### src/rtl/ddr_cmd_pkg.sv
// Shared command codes, FSM state type and error-flag bit positions
// for the DDR command bridge.
package ddr_cmd_pkg;

    localparam logic [3:0] CMD_READ  = 4'b0011;
    localparam logic [3:0] CMD_WRITE = 4'b0100;

    typedef enum logic [1:0] {
        IDLE,
        ISSUE,
        WDATA
    } state_t;

    localparam int ERR_BAD_CMD  = 0;
    localparam int ERR_UNEXP_RD = 1;
    localparam int ERR_TIMEOUT  = 2;

    function automatic logic is_valid_cmd(input logic [3:0] code);
        return (code == CMD_READ) || (code == CMD_WRITE);
    endfunction

endpackage

### src/rtl/ddr_cmd_bridge_if.sv
// Front-end request bus between the request-sorting FIFO (master)
// and the DDR command bridge (slave).
interface ddr_cmd_bridge_if #(
    parameter int ADDR_W = 25,
    parameter int DATA_W = 128
);
    logic [3:0]        cmd;
    logic              cmd_valid;
    logic [ADDR_W-1:0] ddr_address;
    logic [DATA_W-1:0] ddr_wr_data;
    logic              cmd_busy;
    logic [DATA_W-1:0] ddr_rd_data;
    logic              ddr_data_valid;

    modport master (
        output cmd, cmd_valid, ddr_address, ddr_wr_data,
        input  cmd_busy, ddr_rd_data, ddr_data_valid
    );

    modport slave (
        input  cmd, cmd_valid, ddr_address, ddr_wr_data,
        output cmd_busy, ddr_rd_data, ddr_data_valid
    );
endinterface

### src/rtl/ddr_rd_tracker.sv
// Outstanding-read counter: counts issued reads, retires them on return
// and flags returns that arrive with nothing outstanding.
module ddr_rd_tracker #(
    parameter int MAX_RD = 8
) (
    input  logic clk_133M,
    input  logic rst_133M,
    input  logic rd_issue,
    input  logic rd_return,
    output logic ret_ok,
    output logic ret_unexp,
    output logic full_next
);

    localparam int CNT_W = $clog2(MAX_RD) + 1;

    logic [CNT_W-1:0] cnt_q;
    logic [CNT_W-1:0] cnt_d;

    // NOTE: every combinational output gets a default first so no latch is inferred.
    always_comb begin
        ret_ok    = rd_return && (cnt_q != '0);
        ret_unexp = rd_return && (cnt_q == '0);
        cnt_d     = cnt_q;
        if (rd_issue && !ret_ok) begin
            cnt_d = cnt_q + 1'b1;
        end else if (!rd_issue && ret_ok) begin
            cnt_d = cnt_q - 1'b1;
        end
        full_next = (cnt_d == CNT_W'(MAX_RD));
    end

    // NOTE: sequential state uses non-blocking assignments so all flops sample pre-edge values.
    always_ff @(posedge clk_133M or posedge rst_133M) begin
        if (rst_133M) begin
            cnt_q <= '0;
        end else begin
            cnt_q <= cnt_d;
        end
    end

endmodule

### src/rtl/ddr_cmd_bridge.sv
// Bridges single front-end commands onto the DDR3 controller native
// interface and returns read data in order with one cycle of latency.
module ddr_cmd_bridge
    import ddr_cmd_pkg::*;
#(
    parameter int ADDR_W    = 25,
    parameter int DATA_W    = 128,
    parameter int MAX_RD    = 8,
    parameter int TIMEOUT   = 1024,
    parameter int BURST_CNT = 1
) (
    input  logic              clk_133M,
    input  logic              rst_133M,
    ddr_cmd_bridge_if.slave   req,
    input  logic              mc_init_done,
    output logic [3:0]        mc_cmd,
    output logic              mc_cmd_valid,
    input  logic              mc_cmd_rdy,
    output logic [ADDR_W-1:0] mc_addr,
    output logic [4:0]        mc_burst_cnt,
    output logic [DATA_W-1:0] mc_write_data,
    input  logic              mc_datain_rdy,
    input  logic [DATA_W-1:0] mc_read_data,
    input  logic              mc_read_data_valid,
    output logic [2:0]        err_flags
);

    localparam int             TMR_W   = $clog2(TIMEOUT) + 1;
    localparam logic [TMR_W-1:0] TMR_MAX = TMR_W'(TIMEOUT - 1);

    state_t           state_q, state_d;
    logic [TMR_W-1:0] timer_q, timer_d;
    logic             load, cmd_valid_d, rd_issue, bad_cmd, timeout;
    logic             busy_d, ret_ok, ret_unexp, full_next;

    assign mc_burst_cnt = 5'(BURST_CNT);

    ddr_rd_tracker #(.MAX_RD(MAX_RD)) u_rd_tracker (
        .clk_133M  (clk_133M),
        .rst_133M  (rst_133M),
        .rd_issue  (rd_issue),
        .rd_return (mc_read_data_valid),
        .ret_ok    (ret_ok),
        .ret_unexp (ret_unexp),
        .full_next (full_next)
    );

    always_comb begin
        state_d     = state_q;
        timer_d     = timer_q;
        load        = 1'b0;
        cmd_valid_d = 1'b0;
        rd_issue    = 1'b0;
        bad_cmd     = 1'b0;
        timeout     = 1'b0;
        unique case (state_q)
            IDLE: begin
                if (req.cmd_valid && !req.cmd_busy) begin
                    if (is_valid_cmd(req.cmd)) begin
                        load    = 1'b1;
                        timer_d = '0;
                        state_d = ISSUE;
                    end else begin
                        bad_cmd = 1'b1;
                    end
                end
            end
            ISSUE: begin
                if (mc_cmd_rdy) begin
                    cmd_valid_d = 1'b1;
                    timer_d     = '0;
                    if (mc_cmd == CMD_WRITE) begin
                        state_d = WDATA;
                    end else begin
                        rd_issue = 1'b1;
                        state_d  = IDLE;
                    end
                end else if (timer_q == TMR_MAX) begin
                    timeout = 1'b1;
                    state_d = IDLE;
                end else begin
                    timer_d = timer_q + 1'b1;
                end
            end
            WDATA: begin
                if (mc_datain_rdy) begin
                    state_d = IDLE;
                end else if (timer_q == TMR_MAX) begin
                    timeout = 1'b1;
                    state_d = IDLE;
                end else begin
                    timer_d = timer_q + 1'b1;
                end
            end
            default: state_d = IDLE;
        endcase
    end

    // Busy looks at the post-update read count so the last free slot is never over-committed.
    assign busy_d = (state_d != IDLE) || !(mc_init_done && !full_next);

    always_ff @(posedge clk_133M or posedge rst_133M) begin
        if (rst_133M) begin
            state_q <= IDLE;
            timer_q <= '0;
        end else begin
            state_q <= state_d;
            timer_q <= timer_d;
        end
    end

    // NOTE: data/address registers are reset as well because their values are visible at the ports.
    always_ff @(posedge clk_133M or posedge rst_133M) begin
        if (rst_133M) begin
            req.cmd_busy       <= 1'b1;
            req.ddr_rd_data    <= '0;
            req.ddr_data_valid <= 1'b0;
            mc_cmd             <= '0;
            mc_cmd_valid       <= 1'b0;
            mc_addr            <= '0;
            mc_write_data      <= '0;
            err_flags          <= '0;
        end else begin
            req.cmd_busy       <= busy_d;
            mc_cmd_valid       <= cmd_valid_d;
            req.ddr_data_valid <= ret_ok;
            if (ret_ok) begin
                req.ddr_rd_data <= mc_read_data;
            end
            if (load) begin
                mc_cmd        <= req.cmd;
                mc_addr       <= req.ddr_address;
                mc_write_data <= req.ddr_wr_data;
            end
            if (bad_cmd)   err_flags[ERR_BAD_CMD]  <= 1'b1;
            if (ret_unexp) err_flags[ERR_UNEXP_RD] <= 1'b1;
            if (timeout)   err_flags[ERR_TIMEOUT]  <= 1'b1;
        end
    end

endmodule

### src/flat_wrapper.sv
// flat-port wrapper written by rule: the top's interface ports become plain ports
module ddr_cmd_bridge_flat import ddr_cmd_pkg::*;
#(
    parameter int ADDR_W    = 25,
    parameter int DATA_W    = 128,
    parameter int MAX_RD    = 8,
    parameter int TIMEOUT   = 1024,
    parameter int BURST_CNT = 1
)
  (clk_133M, rst_133M, mc_init_done, mc_cmd, mc_cmd_valid, mc_cmd_rdy, mc_addr, mc_burst_cnt, mc_write_data, mc_datain_rdy, mc_read_data, mc_read_data_valid, err_flags, req_cmd, req_cmd_valid, req_ddr_address, req_ddr_wr_data, req_cmd_busy, req_ddr_rd_data, req_ddr_data_valid);
  ddr_cmd_bridge_if #(.ADDR_W(ADDR_W), .DATA_W(DATA_W)) req_i ();
  input  logic clk_133M;
  input  logic rst_133M;
  input  logic mc_init_done;
  output logic [3:0] mc_cmd;
  output logic mc_cmd_valid;
  input  logic mc_cmd_rdy;
  output logic [ADDR_W-1:0] mc_addr;
  output logic [4:0] mc_burst_cnt;
  output logic [DATA_W-1:0] mc_write_data;
  input  logic mc_datain_rdy;
  input  logic [DATA_W-1:0] mc_read_data;
  input  logic mc_read_data_valid;
  output logic [2:0] err_flags;
  input wire logic [$bits(req_i.cmd)-1:0] req_cmd;
  input wire logic [$bits(req_i.cmd_valid)-1:0] req_cmd_valid;
  input wire logic [$bits(req_i.ddr_address)-1:0] req_ddr_address;
  input wire logic [$bits(req_i.ddr_wr_data)-1:0] req_ddr_wr_data;
  output wire logic [$bits(req_i.cmd_busy)-1:0] req_cmd_busy;
  output wire logic [$bits(req_i.ddr_rd_data)-1:0] req_ddr_rd_data;
  output wire logic [$bits(req_i.ddr_data_valid)-1:0] req_ddr_data_valid;
  assign req_i.cmd = req_cmd;
  assign req_i.cmd_valid = req_cmd_valid;
  assign req_i.ddr_address = req_ddr_address;
  assign req_i.ddr_wr_data = req_ddr_wr_data;
  assign req_cmd_busy = req_i.cmd_busy;
  assign req_ddr_rd_data = req_i.ddr_rd_data;
  assign req_ddr_data_valid = req_i.ddr_data_valid;
  ddr_cmd_bridge #(.ADDR_W(ADDR_W), .DATA_W(DATA_W), .MAX_RD(MAX_RD), .TIMEOUT(TIMEOUT), .BURST_CNT(BURST_CNT)) u_core (.clk_133M(clk_133M), .rst_133M(rst_133M), .req(req_i), .mc_init_done(mc_init_done), .mc_cmd(mc_cmd), .mc_cmd_valid(mc_cmd_valid), .mc_cmd_rdy(mc_cmd_rdy), .mc_addr(mc_addr), .mc_burst_cnt(mc_burst_cnt), .mc_write_data(mc_write_data), .mc_datain_rdy(mc_datain_rdy), .mc_read_data(mc_read_data), .mc_read_data_valid(mc_read_data_valid), .err_flags(err_flags));
endmodule
### config.mk
export PLATFORM = sky130hd
export DESIGN_NAME = ddr_cmd_bridge_flat
export DESIGN_NICKNAME = d
export VERILOG_FILES = /design/src/rtl/ddr_cmd_pkg.sv /design/src/rtl/ddr_cmd_bridge_if.sv /design/src/rtl/ddr_rd_tracker.sv /design/src/rtl/ddr_cmd_bridge.sv /design/src/flat_wrapper.sv
export SDC_FILE = /design/constraint.sdc
export NUM_CORES = 1
export LEC_CHECK = 0
export ABC_AREA = 0
export CAP_MARGIN = 20
export CORE_AREA = 4 4 229 231
export CTS_CLUSTER_DIAMETER = 40
export CTS_CLUSTER_SIZE = 8
export DETAILED_ROUTE_END_ITERATION = 8
export DIE_AREA = 0 0 233 235
export SLEW_MARGIN = 20
export SYNTH_ARGS = -nofsm -noshare
export SYNTH_HDL_FRONTEND = slang
export SYNTH_HIERARCHICAL = 1
export SYNTH_SLANG_ARGS = --single-unit
### constraint.sdc
create_clock -name clk_133M -period 15.3 [get_ports clk_133M]
set_clock_uncertainty 0.05 [all_clocks]
set_input_delay 3.06 -clock clk_133M [delete_from_list [all_inputs] [get_ports clk_133M]]
set_output_delay 3.06 -clock clk_133M [all_outputs]
set_load 0.01 [all_outputs]
# Word-level counts from Yosys, hierarchy flattened

Cells that the tools add are included.

Word-level logic and storage cells: 75
Input bits: 292
Output and inout port bits: 296
Register bits after elaboration: 308

Mux-type cells: 30
Add/subtract/negate cells: 3
Equality and inequality tests: 10
Reduce and logical (&&, ||, !) cells: 19

Operator list:

| kind                    | number |
|---|---|
| $mux W11                | 5 |
| $pmux W11 S3            | 1 |
| $mux W1                 | 14 |
| $mux W2                 | 6 |
| $add A11 B1 Y11 const B | 1 |
| $eq A11 B10 Y1 const B  | 1 |
| $eq A4 B3 Y1 const B    | 2 |
| $mux W4                 | 2 |
| $logic_and A1 B1 Y1     | 6 |
| $pmux W2 S3             | 1 |
| $logic_not A1 Y1        | 5 |
| $add A4 B1 Y4 const B   | 1 |
| $eq A4 B2 Y1 const B    | 1 |
| $eq A4 B4 Y1 const B    | 1 |
| $logic_not A4 Y1        | 1 |
| $ne A2 B1 Y1 const B    | 2 |
| $reduce_and A4 Y1       | 1 |
| $reduce_bool A4 Y1      | 1 |
| $sub A4 B1 Y4 const B   | 1 |
| $reduce_bool A3 Y1      | 1 |
| $eq A2 B1 Y1 const B    | 1 |
| $eq A2 B2 Y1 const B    | 1 |
| $logic_not A2 Y1        | 1 |
| $logic_or A1 B1 Y1      | 2 |
| other kinds (3)         | 3 |

# Longest topological paths before layout

Gate-level depths: netlist (run 1).

Word-level depth: 13
Mapped depth: 10
Gate-level depth less buffers: 9

# Cells and area by module

The synthesis (run 1) kept the hierarchy.

By module, submodules not included:

| module         | area an instance (um^2) | cells each | sequential area each (um^2) | times used |
|---|---|---|---|---|
| ddr_cmd_bridge | 11641.2                 | 1049       | 7608.5                      | 1 |
| ddr_rd_tracker | 339.1                   | 35         | 100.1                       | 1 |

# Worst setup path before layout (run 1)

Ideal clock, no wire load.

Path type: input to register
From: input req_cmd[0]
To: register u_core.timer_q[3]
Stages on the path: 6
Slack: 10.432 ns
Library setup time: 0.069 ns
Buffers on the path: 1
Data arrival time: 4.749 ns
Required time: 15.181 ns
Cell sequence: or4b_4 -> a21o_1 -> buf_6 -> a22o_1 -> or4_1 -> nand3_1

Cells in the longest elaborated chain, start to end: 4
Elaborated cells on any way between the ends: 5
Those cells by class: eq/ne (3); reduce/logical (2)

Ends and longest elaborated chain:

| element                                      | line                  | text |
|---|---|---|
| from (decl)                                  | flat_wrapper.sv:25    | `input wire logic [$bits(req_i.cmd)-1:0] req_cmd;` |
| $eq A4 B2 Y1 or $eq A4 B3 Y1 (tied branches) | ddr_cmd_pkg.sv:19     | `return (code == CMD_READ) \|\| (code == CMD_WRITE);` |
| $logic_or A1 B1 Y1 *                         | ddr_cmd_pkg.sv:19     |  |
| $ne A2 B1 Y1 (no source line) *              | n/a                   |  |
| $reduce_and A4 Y1 (no source line) *         | n/a                   |  |
| to (signal assigned)                         | ddr_cmd_bridge.sv:108 | `timer_q <= timer_d;` |
| to (decl)                                    | ddr_cmd_bridge.sv:32  | `logic [TMR_W-1:0] timer_q, timer_d;` |

Every way passes the cells marked *; elsewhere a longest branch is shown, timed or not.
A chain may end at the register's enable or synchronous reset.

# Worst setup path in the final report (run 1)

From: input req_cmd[0]
To: register u_core.mc_write_data[43]

Cells in the longest elaborated chain, start to end: 5
Elaborated cells on any way between the ends: 6
Those cells by class: eq/ne (2); mux (3); reduce/logical (1)

Ends and longest elaborated chain:

| element                                      | line                  | text |
|---|---|---|
| $eq A4 B2 Y1 or $eq A4 B3 Y1 (tied branches) | ddr_cmd_pkg.sv:19     |  |
| $logic_or A1 B1 Y1 *                         | ddr_cmd_pkg.sv:19     |  |
| $mux W1 *                                    | ddr_cmd_bridge.sv:59  | `if (is_valid_cmd(req.cmd)) begin` |
| $mux W1 *                                    | ddr_cmd_bridge.sv:58  | `if (req.cmd_valid && !req.cmd_busy) begin` |
| $mux W1 *                                    | ddr_cmd_bridge.sv:56  | `unique case (state_q)` |
| to (signal assigned)                         | ddr_cmd_bridge.sv:133 | `mc_write_data <= req.ddr_wr_data;` |
| to (decl)                                    | ddr_cmd_bridge.sv:21  | `output logic [DATA_W-1:0] mc_write_data,` |

Marked as above.

==> results of run 1 <==
-- kinds of logic after synthesis --
kind of cell	after synthesis
and+or+nand+nor	520
muxes	129
xor gates and xnor gates	4
AOI/OAI and AO/OA	48
other	2
adders and majority gates	7
DFF	308
buffers and inverters	66
-- metal layers --
layer | GRT usage | wire, um | vias up
li1 | - | - | 4688
met1 | 0.173 | 16200 | 4833
met2 | 0.259 | 21600 | 335
met3 | 0.0469 | 3000 | 82
met4 | 0.0538 | 1410 | 4
met5 | 0 | 21 | -
-- worst max path at each step --
stage,endpoint,startpoint,cells past startpoint
final,u_core/mc_write_data[43]$_DFFE_PP0P_,req_cmd[0],7
after floorplan,u_core/err_flags[0]$_DFFE_PP0P_,rst_133M,1
after CTS,u_core/mc_write_data[115]$_DFFE_PP0P_,req_cmd[0],7
after global routing,u_core/mc_write_data[125]$_DFFE_PP0P_,req_cmd[0],7
after global placement,u_core/mc_write_data[98]$_DFFE_PP0P_,req_cmd[0],7
after detailed placement,u_core/mc_write_data[115]$_DFFE_PP0P_,req_cmd[0],7
-- sequential cells by signal (all words and copies together) (netlist names) --
signal and cells:
u_core/state_q 2, u_core/req.cmd_busy 1, u_core/req.ddr_data_valid 1, u_core/mc_write_data 128, u_core/u_rd_tracker/cnt_q 4, u_core/timer_q 11, u_core/req.ddr_rd_data 128, u_core/mc_addr 25
u_core/err_flags 3, u_core/mc_cmd 4, u_core/mc_cmd_valid 1
-- power groups by stage --
stage / Sequential, mW / Clock (mW) / Combinational (mW)
after floorplan: 1.40 / 0 / 0.332
after global placement: 1.27 / 0 / 1.24
after detailed placement: 1.28 / 0 / 1.25
after CTS: 1.27 / 1.24 / 1.26
after global routing: 1.31 / 1.28 / 1.32
final: 1.27 / 1.20 / 1.23
-- synthesized netlist by cell type (all sizes together), types with 4 or more instances --
master	instances	area (um^2)
nand2	478	1790
dfrtp	307	7680
mux2	128	1440
clkbuf	43	161
o21ai	15	86.3
buf	13	86.3
a21oi	11	55.1
inv	10	37.5
nor2	9	33.8
ha	7	87.6
nand3	6	30.0
nand2b	4	32.5
-- final cells by class --
| type | count | area (um^2) | area share |
|---|---|---|---|
| Antenna cell | 1 | 2.50 | 0.000123 |
| Inverter | 10 | 47.5 | 0.00234 |
| Sequential cell | 308 | 7710 | 0.379 |
| Clock inverter | 22 | 289 | 0.0142 |
| Timing Repair Buffer | 589 | 5880 | 0.289 |
| Tap cell | 672 | 841 | 0.0413 |
| Multi-Input combinational cell | 713 | 4020 | 0.197 |
| Clock buffer | 74 | 1560 | 0.0767 |
-- critical path, cell delays in order --
cell             delay [ps]
clkdlybuf4s50_1         480
or4b_4                  610
a21oi_4                 240
buf_4                   730
buf_4                   680
nand2_1                 130
nand2_1                  90
-- stage by stage --
stage	cells	hold slack (ps)	worst slack [ps]
2_1_floorplan	1087	400	3790
3_3_place_gp	2292	406	9080
3_5_place_dp	2292	411	9020
4_1_cts	2388	422	9630
5_1_grt	2389	439	9410
6_report	2389	418	9570
==> reports/qor.txt, run 1 <==
fmax -> 174 MHz
clock root buffer -> clkbuf_16
Sequential Power Share -> 0.343
final worst-path cycle share -> 0.375
Synth Register Bits -> 308
instance area at placement -> 18,500 um^2
Post-synth EDFFs -> 0
Pre-antenna DRT Iters -> 4
most frequent cells in the layout -> 582 x clkdlybuf4s50_1, 478 x nand2_1, 307 x dfrtp_1, 128 x mux2_2, 57 x clkbuf_16
Gate Count Post-Synth -> 1,084
CTS Hold Bufs -> 0
Clk pin slew, worst setup/hold paths -> 50 ps
CTS tree -> yes
post-synthesis xor/xnor area fraction -> 0.00292
Layout fillers -> 4,873
mapped cell area -> 12,000 um^2
Worst Hold Class -> reg -> reg
RSZ-0062 raised after global routing -> no
Max clock buf depth -> 3
Die H -> 235 um
hold path depth -> 2
initial antenna violation count -> 3
drt drc -> 0
GP Congestion -> 0.835
Worst EP required -> 15,760 ps
Post-DP HPWL -> 31,100 um
Worst Max-Slew Pin Slew -> 1020 ps
Final Util -> 0.406
commonest non-fill, non-tap cell in the layout -> clkdlybuf4s50_1
die width -> 233 um
Layout Cell Area excl Fill -> 20,300 um^2
flop-to-flop setup slack -> 12,110 ps
Max Cap Viol -> 0
Seq/Total Area, Yosys -> 0.643
Post-Synth Adder-Cell Area -> 0.00731
Setup TNS -> 0 ps
largest net degree at the start of global routing -> 93
Core Rows -> 82
DR WL/cell -> 17.7 um
Simple-Gate Fraction of Synth Area -> 0.173
Final nets -> 1,978
antenna-violating nets left -> 0
final setup vio count -> 0
Internal Power -> 2.60 mW
Gate power share -> 0.332
Core ar. -> 50,100 um^2
CP Max Fanout -> 88
min-delay src -> u_core/mc_write_data[49]$_DFFE_PP0P_
Setup Buffers After CTS -> 0
leakage -> 9.13 nW
global-route wire length before repair -> 64,000 um
via density per instance -> 4.16
Ports -> 588
status -> finished clean
# port buffers -> 582
Hold Crit Endpoint -> u_core/mc_write_data[49]$_DFFE_PP0P_
Initial Utilization -> 0.239
sw power -> 1.11 mW
1st-iter DRT viols -> 423
number of global-route vias before repair -> 10,634
global route overflow -> 0
clock latency at the later pin of the worst-skew pair -> 570 ps
Final min period -> 5730 ps
clk sinks -> 308
dominant synthesized flop cell -> dfrtp_1
power share of the clock group -> 0.325
startpoint types -> input port
post-CTS resize count -> 0
PwrDens -> 182 nW/um^2
area grow syn2layout -> 69.8%
Worst EP arrival -> 6190 ps
Rel. slew slack -> 0.320
combinational family with the most area after synthesis -> simple AND/OR/NAND/NOR gates
multiplexer share of the synthesized area -> 0.121
total track usage -> 0.149
final hold vios -> 0
Worst setup EP type -> flop
post-synth cell types -> 53
max-slew violations -> 0
Tot Pwr -> 3.71 mW
worst r2r path cells -> 8
Peak supply drop -> 0.105 mV
H-tree depth -> 2
TritonCTS buffer count -> 57
Async SR Flop Fraction -> 1.00
sw frac -> 0.298
final WL -> 42,200 um
syn_area_per_cell -> 11.1 um^2
share of cells above drive strength 1 -> 0.136
reg-to-reg endpoint -> u_core/mc_write_data[43]$_DFFE_PP0P_
compound-gate portion of the synthesized area -> 0.0275
critical setup path kind -> in -> reg
Die ar. -> 54,800 um^2
reg2reg start -> u_core/state_q[1]$_DFF_PP0_
Ys Warns -> 6
vias after detailed routing -> 9,942
No activity file was read; power rests on OpenSTA's default activity.
==> run 2: changes to the inputs <==
- clock period: 15.3 -> 5.7 ns (I/O delays scaled with it)
==> run 2 against run 1 <==
Clock power increased to 2.7 times the previous value. Non-clock buffer count fell by 2. First-iteration DRC count decreased by 14%. Sequential share of layout area about the same. Worst hold slack improved by 0.76 ps. Utilization hardly changed. Highest routed layer unchanged.
==> reports/qor.txt, run 2 (synthesized netlist as in run 1, its figures left out) <==
status -> finished clean
area grow syn2layout -> 70.0% (about the same)
share of cells above drive strength 1 -> 0.136 (unchanged)
Crit path max-delay family -> compound AO/OA/AOI/OAI gates
fmax -> 334 MHz
startpoint types -> input port
global-route wire length before repair -> 62,300 um (-2.7%)
Max clock buf depth -> 3 (unchanged)
DP Worst Slack -> 2170 ps (-6860 ps)
Post-DP HPWL -> 29,900 um (-4.0%)
instance area at placement -> 18,500 um^2 (+0.24%)
final setup vio count -> 0 (unchanged)
Buf/Inv on CP -> 1 (-2)
Setup Buffers After CTS -> 0 (unchanged)
Max Cap Viol -> 0 (unchanged)
Worst Max-Slew Pin Slew -> 915 ps (-106 ps)
Layout fillers -> 4,859 (-0.29%)
Die ar. -> 54,800 um^2 (unchanged)
final worst-path cycle share -> 0.525
CTS tree -> yes
die width -> 233 um (unchanged)
Core ar. -> 50,100 um^2 (unchanged)
Worst EP required -> 6070 ps (-9690 ps)
# port buffers -> 582 (unchanged)
global route overflow -> 0 (unchanged)
FF+latch area -> 7710 um^2 (unchanged)
final hold vios -> 0 (unchanged)
antenna-violating nets left -> 0 (unchanged)
Initial Utilization -> 0.239 (unchanged)
Final nets -> 1,976 (-0.10%)
total track usage -> 0.145 (-0.00459)
most frequent cells in the layout -> 582 x clkdlybuf4s50_1, 478 x nand2_1, 307 x dfrtp_1, 128 x mux2_2, 57 x clkbuf_16
Clk pin slew, worst setup/hold paths -> 50 ps (about the same)
Pre-antenna DRT Iters -> 4 (unchanged)
final WL -> 41,200 um (-2.4%)
Die H -> 235 um (unchanged)
1st-iter DRT viols -> 362 (-14%)
largest net degree at the start of global routing -> 162 (+74%)
Peak supply drop -> 0.274 mV (+160%)
Rel. slew slack -> 0.390 (+0.0706)
GP Congestion -> 0.795 (-4.8%)
number of global-route vias before repair -> 10,408 (-2.1%)
CP Max Fanout -> 10 (-89%)
post-CTS resize count -> 0 (unchanged)
leakage -> 9.13 nW (about the same)
initial antenna violation count -> 2 (-1)
# diodes -> 0 (-1)
drt drc -> 0 (unchanged)
Setup TNS -> 0 ps (unchanged)
vias after detailed routing -> 9,883 (-0.59%)
Worst Hold Class -> reg -> reg
Final min period -> 2990 ps
Ports -> 588 (unchanged)
CTS Hold Bufs -> 0 (unchanged)
commonest non-fill, non-tap cell in the layout -> clkdlybuf4s50_1
Worst EP arrival -> 3360 ps (-2830 ps)
critical path depth in cells -> 6 (-1)
CP max stage delay -> 610 ps (-120 ps)
Multi-input gate area -> 4020 um^2 (unchanged)
critical setup path kind -> in -> reg
Worst setup EP type -> flop
Core Rows -> 82 (unchanged)
largest registers -> u_core/mc_write_data x128, u_core/req.ddr_rd_data x128, u_core/mc_addr x25
clock latency at the later pin of the worst-skew pair -> 570 ps (about the same)
crit path cell chain -> clkdlybuf4s50_1 -> or4b_4 -> a21o_4 -> a22oi_4 -> nand3_1 -> o41ai_1
via density per instance -> 4.14 (-0.55%)
Crit-path slowest cell -> or4b_4
clk sinks -> 308 (unchanged)
clock root buffer -> clkbuf_16
RSZ-0062 raised after global routing -> no
post-route setup slack -> 2710 ps (-6860 ps)
Layout Cell Area excl Fill -> 20,400 um^2 (about the same)
PwrDens -> 487 nW/um^2 (+170%)
max-slew violations -> 0 (unchanged)
hold path depth -> 2 (unchanged)
H-tree depth -> 2 (unchanged)
flop-to-flop setup slack -> 3030 ps (-9080 ps)
worst r2r path cells -> 7 (-1)
TritonCTS buffer count -> 57 (unchanged)
DR WL/cell -> 17.2 um (-2.4%)
==> run 2: area by class of cell <==
| class | instances | area share |
|---|---|---|
| multi-input combinational | 713 | 0.197 |
| sequential | 308 | 0.379 |
| clock buffer | 76 | 0.0780 |
| tap | 672 | 0.0413 |
| timing repair buffer | 587 | 0.291 |
| inverter | 10 | 0.00215 |
| clock inverter | 22 | 0.0119 |
==> run 2: worst paths after layout <==
kind                                                        startpoint                                     end
min in group asynchronous                                     rst_133M  u_core/u_rd_tracker/cnt_q[3]$_DFF_PP0_
worst max-delay path                                        req_cmd[0]           u_core/timer_q[5]$_DFFE_PP0P_
worst min-delay path              u_core/mc_write_data[32]$_DFFE_PP0P_    u_core/mc_write_data[32]$_DFFE_PP0P_
worst min register to register    u_core/mc_write_data[32]$_DFFE_PP0P_    u_core/mc_write_data[32]$_DFFE_PP0P_
max in group asynchronous                                     rst_133M    u_core/mc_write_data[16]$_DFFE_PP0P_
worst max register to register  u_core/u_rd_tracker/cnt_q[0]$_DFF_PP0_  u_core/req.ddr_rd_data[16]$_DFFE_PP0P_
==> run 2: metrics by stage <==
stage / hold slack (ps) / cells / utilization / total power, mW
finish: 419 / 2388 / 0.407 / 9.92
global route: 434 / 2388 / 0.407 / 10.5
CTS: 423 / 2388 / 0.407 / 10.1
detailed placement: 411 / 2290 / 0.370 / 6.78
global placement: 407 / 2290 / 0.370 / 6.72
floorplan: 400 / 1087 / - / 4.64
==> run 2: tightest hold or removal path, delay by kind of cell (launching register included) <==
family        cells  cell delay, ps
simple gates      2             110
flops             1             330
==> run 2: power breakdown <==
part	internal [mW]	switching, mW	total, mW
Combinational	1.89	1.40	3.30
Clock	2.11	1.10	3.21
Sequential	2.96	0.449	3.41
Total	6.97	2.95	9.92
==> run 2: layer usage <==
metal  global-route usage  vias up  part of all wire
li1                     -     4697                 -
met2                0.251      321              0.51
met1                0.167     4777              0.39
met5                    0        -           0.00066
met4               0.0511        4             0.029
met3               0.0463       84             0.073
